--- config.mk ---
export PLATFORM = sky130hd
export DESIGN_NAME = dtmr_fault_ctrl_flat
export DESIGN_NICKNAME = d
export VERILOG_FILES = /design/src/rtl/dtmr_fault_ctrl_pkg.sv /design/src/rtl/dtmr_fault_ctrl_if.sv /design/src/rtl/dtmr_fault_ctrl_persist_cnt.sv /design/src/rtl/dtmr_fault_ctrl.sv /design/src/flat_wrapper.sv
export SDC_FILE = /design/constraint.sdc
export NUM_CORES = 1
export LEC_CHECK = 0
export ABC_AREA = 1
export CAP_MARGIN = 40
export CORE_MARGIN = 3
export CORE_UTILIZATION = 62
export DETAILED_ROUTE_END_ITERATION = 10
export MAX_ROUTING_LAYER = met4
export PLACE_DENSITY_LB_ADDON = 0.05
export SYNTH_ARGS = -nofsm -noshare
export SYNTH_HDL_FRONTEND = slang
export SYNTH_SLANG_ARGS = --single-unit
--- constraint.sdc ---
create_clock -name clk -period 2.6 [get_ports clk]
set_clock_uncertainty 0.1 [all_clocks]
set_input_delay 0.52 -clock clk [delete_from_list [all_inputs] [get_ports clk]]
set_output_delay 0.52 -clock clk [all_outputs]
set_load 0.1 [all_outputs]
--- src/rtl/dtmr_fault_ctrl_pkg.sv ---
// Shared types and constants for the DTMR fault controller.
// Holds the FSM encoding, the copy count and a counter-width helper.
package dtmr_pkg;
  localparam int NCOPY = 3;

  typedef enum logic [1:0] {
    ST_SIMPLEX  = 2'd0,
    ST_TMR      = 2'd1,
    ST_RECOVER  = 2'd2,
    ST_FAILSAFE = 2'd3
  } fsm_e;

  // Bits needed to hold the values 0..n-1 (never less than 1).
  function automatic int cw(input int n);
    return (n <= 2) ? 1 : $clog2(n);
  endfunction
endpackage

--- src/rtl/dtmr_fault_ctrl_if.sv ---
// Voter/controller-side signal bundle for the DTMR fault controller.
// master drives act_req/fault; slave (the controller) drives the rest.
interface dtmr_fault_ctrl_if;
  import dtmr_pkg::*;
  logic             act_req;
  logic [NCOPY-1:0] fault;
  logic             state;
  logic [NCOPY-1:0] rec_rst;
  logic [NCOPY-1:0] perm_fail;
  logic             alarm;
  logic             busy;

  modport master (output act_req, fault,
                  input  state, rec_rst, perm_fail, alarm, busy);
  modport slave  (input  act_req, fault,
                  output state, rec_rst, perm_fail, alarm, busy);
endinterface

--- src/rtl/dtmr_fault_ctrl_persist_cnt.sv ---
// Saturating persistence counter for one copy's fault flag.
// hit means the flag has been high for PERSIST counted cycles; zero means idle.
module fault_persist_cnt import dtmr_pkg::*; #(
  parameter int PERSIST = 4
) (
  input  logic clk,
  input  logic rst_n,
  input  logic en,
  input  logic flt,
  input  logic clr,
  output logic hit,
  output logic zero
);
  localparam int W = cw(PERSIST + 1);
  logic [W-1:0] pc;

  always_ff @(posedge clk or negedge rst_n) begin
    if (!rst_n)      pc <= '0;
    else if (clr)    pc <= '0;
    else if (en)     pc <= !flt ? '0 : (pc == W'(PERSIST)) ? pc : pc + 1'b1;
  end

  assign hit  = (pc == W'(PERSIST));
  assign zero = (pc == '0);
endmodule

--- src/rtl/dtmr_fault_ctrl.sv ---
// DTMR loop controller: simplex/TMR mode, per-copy fault filtering,
// timed recovery resets, retirement of repeat offenders and a terminal failsafe.
module dtmr_fault_ctrl import dtmr_pkg::*; #(
  parameter int PERSIST = 4,
  parameter int REC_CYC = 8,
  parameter int MAX_REC = 3
) (
  input logic               clk,
  input logic               rst_n,
  dtmr_fault_ctrl_if.slave  bus
);
  localparam int PW = cw(PERSIST + 1);
  localparam int RW = cw(MAX_REC + 1);
  localparam int CW = cw(REC_CYC);
  localparam int IW = cw(NCOPY);

  fsm_e                      st;
  logic                      state_q, alarm_q, busy_q;
  logic [NCOPY-1:0]          rec_rst_q, pf;
  logic [NCOPY-1:0][RW-1:0]  rc;
  logic [CW-1:0]             rcnt;
  logic [IW-1:0]             who, hsel;
  logic [PW-1:0]             all_cnt;
  logic [NCOPY-1:0]          hit, zero, clr;
  logic                      hany, rec_done, multi_pf, en_tmr;
  logic [RW-1:0]             rc_inc;

  assign en_tmr   = (st == ST_TMR);
  assign rec_done = (st == ST_RECOVER) && (rcnt == CW'(REC_CYC - 1));
  assign multi_pf = ($countones(pf) >= 2);
  assign rc_inc   = (rc[who] == RW'(MAX_REC)) ? rc[who] : rc[who] + 1'b1;

  // Retired copies are masked so they can never reach hit again.
  for (genvar i = 0; i < NCOPY; i++) begin : g_copy
    assign clr[i] = rec_done && (who == IW'(i));
    fault_persist_cnt #(.PERSIST(PERSIST)) u_pc (
      .clk  (clk),
      .rst_n(rst_n),
      .en   (en_tmr),
      .flt  (bus.fault[i] & ~pf[i]),
      .clr  (clr[i]),
      .hit  (hit[i]),
      .zero (zero[i])
    );
  end

  always_comb begin
    hsel = '0;
    hany = 1'b0;
    for (int i = NCOPY - 1; i >= 0; i--) begin
      if (hit[i] && !pf[i]) begin
        hsel = IW'(i);
        hany = 1'b1;
      end
    end
  end

  always_ff @(posedge clk or negedge rst_n) begin
    if (!rst_n) begin
      st        <= ST_SIMPLEX;
      state_q   <= 1'b0;
      rec_rst_q <= '0;
      pf        <= '0;
      alarm_q   <= 1'b0;
      busy_q    <= 1'b0;
      rc        <= '0;
      rcnt      <= '0;
      who       <= '0;
      all_cnt   <= '0;
    end else begin
      case (st)
        ST_SIMPLEX: if (bus.act_req) begin
          st      <= ST_TMR;
          state_q <= 1'b1;
        end
        ST_TMR: begin
          all_cnt <= (bus.fault != '1) ? '0 :
                     (all_cnt == PW'(PERSIST)) ? all_cnt : all_cnt + 1'b1;
          // Loss of majority outranks any single-copy recovery.
          if (multi_pf || all_cnt == PW'(PERSIST)) begin
            st      <= ST_FAILSAFE;
            alarm_q <= 1'b1;
          end else if (hany) begin
            st        <= ST_RECOVER;
            who       <= hsel;
            rcnt      <= '0;
            rec_rst_q <= {{(NCOPY-1){1'b0}}, 1'b1} << hsel;
            busy_q    <= 1'b1;
          end else if (!bus.act_req && (&zero)) begin
            st      <= ST_SIMPLEX;
            state_q <= 1'b0;
            all_cnt <= '0;
          end
        end
        ST_RECOVER: begin
          if (rec_done) begin
            st        <= ST_TMR;
            rec_rst_q <= '0;
            busy_q    <= 1'b0;
            rc[who]   <= rc_inc;
            if (rc_inc == RW'(MAX_REC)) pf[who] <= 1'b1;
          end else begin
            rcnt <= rcnt + 1'b1;
          end
        end
        default: ;
      endcase
    end
  end

  assign bus.state     = state_q;
  assign bus.rec_rst   = rec_rst_q;
  assign bus.perm_fail = pf;
  assign bus.alarm     = alarm_q;
  assign bus.busy      = busy_q;
endmodule

--- src/flat_wrapper.sv ---
// flat-port wrapper written by rule: the top's interface ports become plain ports
module dtmr_fault_ctrl_flat import dtmr_pkg::*;
#(
  parameter int PERSIST = 4,
  parameter int REC_CYC = 8,
  parameter int MAX_REC = 3
)
  (clk, rst_n, bus_act_req, bus_fault, bus_state, bus_rec_rst, bus_perm_fail, bus_alarm, bus_busy);
  dtmr_fault_ctrl_if bus_i ();
  input logic clk;
  input logic rst_n;
  input wire logic [$bits(bus_i.act_req)-1:0] bus_act_req;
  input wire logic [$bits(bus_i.fault)-1:0] bus_fault;
  output wire logic [$bits(bus_i.state)-1:0] bus_state;
  output wire logic [$bits(bus_i.rec_rst)-1:0] bus_rec_rst;
  output wire logic [$bits(bus_i.perm_fail)-1:0] bus_perm_fail;
  output wire logic [$bits(bus_i.alarm)-1:0] bus_alarm;
  output wire logic [$bits(bus_i.busy)-1:0] bus_busy;
  assign bus_i.act_req = bus_act_req;
  assign bus_i.fault = bus_fault;
  assign bus_state = bus_i.state;
  assign bus_rec_rst = bus_i.rec_rst;
  assign bus_perm_fail = bus_i.perm_fail;
  assign bus_alarm = bus_i.alarm;
  assign bus_busy = bus_i.busy;
  dtmr_fault_ctrl #(.PERSIST(PERSIST), .REC_CYC(REC_CYC), .MAX_REC(MAX_REC)) u_core (.clk(clk), .rst_n(rst_n), .bus(bus_i));
endmodule
==> flow_metrics.py <==
metrics = {
    "outcome": {
        "status": "finished clean",
    },
    "grt": {
        "grt_remaining_overflow": 0,
        "grt_pass1_vias": 1628,
        "grt_pass1_wl_um": 7270,
        "grt_max_degree": 35,
        "grt_use_total": 0.242,
        "antenna_found_initial": 0,
    },
    "logic_synthesis": {
        "netlist_area_mm2": 0.00199,
        "synth_top_area_share": 0.428,
        "syn_inst": 248,
        "synth_area_leaders": "dfrtp_1 43%, nand2_1 11%, ha_1 6.9%",
        "ys_ff_latch": 34,
        "synth_top_area_cell": "dfrtp_1",
        "synth.avg_cell_area_um2": 8.01,
        "ys_seq_area_frac": 0.428,
        "synth.distinct_cells": 22,
        "syn_nets": 265,
        "yosysWarnings": 0,
    },
    "sta": {
        "setup_ws_ps": 855,
        "post-route-period-util": 0.671,
        "min_period_ps": 1750,
        "tns_ps": 0,
        "fmax_mhz": 573,
        "hold_viol": 0,
        "slew_headroom": 0.717,
        "holdWs_ps": 393,
        "setup_violations": 0,
        "rsz0062_at_grt": "false",
        "tightestPinTransition_ps": 424,
        "slew_viol_final": 0,
    },
    "final_layout": {
        "layout.cells.most_common": "nand2_1",
        "syn2layout_area_growth_pct": 14.3,
        "mostFrequentLayoutCells": "60 x nand2_1, 35 x inv_1, 34 x dfrtp_1",
        "fin_nets": 287,
        "fin_area_mm2": 0.00227,
        "drive_gt1_frac": 0.170,
        "num_antenna_cells": 0,
    },
    "pwr": {
        "vdd_drop_max_mv": 0.396,
        "power_mw": 1.06,
        "powerDensity_mw_per_mm2": 469,
        "p_leak_nw": 1.31,
    },
    "die": {
        "die_h_um": 62.6,
        "dieArea_mm2": 0.00392,
        "dieWidth_um": 62.6,
        "row_count": 19,
        "start_util": 0.685,
        "pin_count": 15,
        "coreArea_mm2": 0.00290,
    },
    "setup_path": {
        "cp.arrival_ps": 1920,
        "crit_type": "reg2reg",
        "max_stage_delay_ps": 420,
        "cp_common_cell": "ha_1",
        "cp_cell_sequence": "ha_1 > ha_1 > inv_1 > nor2_8 > nand2_4 > inv_2 > nor2_1 > nand3_1 > o21ai_1",
        "slowest_stage": "dfrtp_1",
        "worst_setup_path_start_kind": "register",
        "cp.required_ps": 2770,
        "worstPathMaxFanout": 6,
        "worst_setup_path_end_kind": "register",
    },
    "place": {
        "gp_congestion": 0.811,
        "portBuffers": 14,
        "post_dp_cell_area_mm2": 0.00216,
        "dp_hpwl_um": 2840,
        "pre_cts_ws_ps": 821,
    },
    "drt": {
        "dr.pass1.iters": 4,
        "first_iter_violations": 139,
        "viasPerCell": 5.12,
        "vias": 1604,
        "ant_nets": 0,
        "drc_errors": 0,
        "wl_um": 3890,
        "wire_per_inst_um": 12.4,
    },
    "clock_network": {
        "worstSkewPairLatency_ps": 370,
        "postCtsResizedCells": 0,
        "clkTransAtPathRegs_ps": 130,
        "hold_buffers": 0,
        "cts_tree": "built",
        "clk_path_buf_depth": 2,
        "cts.sinks": 34,
        "cts_buffers": 5,
        "h-tree-depth": 2,
        "cts_root_buf": "clkbuf_4",
        "post_cts_buffers": 0,
    },
    "flow_run": {
        "drv_cap": 0,
    },
    "min_path": {
        "hold_class": "reg2reg",
    },
}
==> metrics by stage <==
stage               std cells   util
floorplan                 248      -
global placement          305  0.746
detailed placement        305  0.746
CTS                       313  0.783
global route              313  0.783
finish                    313  0.783
==> path summary, 6_finish.rpt <==
| check | start | to | slack (ps) | cells after the start |
|---|---|---|---|---|
| setup / recovery | u_core.rcnt[0] | u_core.g_copy[1].u_pc.pc[1] | 850 | 9 |
| hold / removal | u_core.rc[2] | u_core.rc[2] | 390 | 2 |
| setup reg to reg | u_core.rcnt[0] | u_core.g_copy[1].u_pc.pc[1] | 850 | 9 |
| hold reg to reg | u_core.rc[2] | u_core.rc[2] | 390 | 2 |
| max in group asynchronous | rst_n | u_core.g_copy[0].u_pc.pc[0] | 1640 | 2 |
| min in group asynchronous | rst_n | u_core.st[0] | 430 | 2 |
==> report_power, final <==
part	internal, mW	switching, mW
clock network	0.301	0.206
logic	0.0104	0.0182
registers	0.529	0
total	0.840	0.224
==> per-layer routing <==
layer | global-route usage | share of wire | up-vias
met4 | 0.0882 | 0.017 | 0
met5 | - | 0 | -
met3 | 0.0665 | 0.037 | 5
met1 | 0.293 | 0.44 | 749
li1 | - | - | 824
met2 | 0.389 | 0.50 | 26
==> cells by family (layout without fill, tap and decap cells) <==
logic type / after synthesis / after routing / share of synthesized area
and+or+nand+nor: 123 / 123 / 0.311
xor gates and xnor gates: 2 / 2 / 0.00882
DFF: 34 / 34 / 0.428
adders and majority gates: 11 / 11 / 0.0693
AOI/OAI and AO/OA: 37 / 37 / 0.103
buffers and inverters: 41 / 64 / 0.0794
==> layout make-up <==
cell class / instances / area (um^2)
clock buffers: 5 / 37.5
well taps: 42 / 52.6
repair buffers: 16 / 133
clock inverters: 3 / 68.8
flip-flops and latches: 34 / 851
multi-input cells: 173 / 977
fillers: 229 / 631
inverters: 40 / 150
==> registers in the layout, indices dropped and copies added, names as in the netlist, 2 cells and up <==
register               count
u_core.g_copy.u_pc.pc      9
u_core.rc                  6
u_core.all_cnt             3
u_core.bus.perm_fail       3
u_core.bus.rec_rst         3
u_core.rcnt                3
u_core.st                  2
u_core.who                 2
==> synth_stat cells, drive strengths merged <==
master	count
a21oi	8
buf	1
dfrtp	34
ha	11
inv	40
nand2	69
nand3	23
nor2	29
nor3	2
o21ai	29
xnor2	1
xor2	1
==> critical path: cells and delay by family, from the launching register on <==
family | cells | cell delay, ps
and+or+nand+nor | 4 | 390
DFF | 1 | 420
adders and majority gates | 2 | 410
AOI/OAI and AO/OA | 1 | 100
buffers and inverters | 2 | 230
No activity file was read; power rests on OpenSTA's default activity.
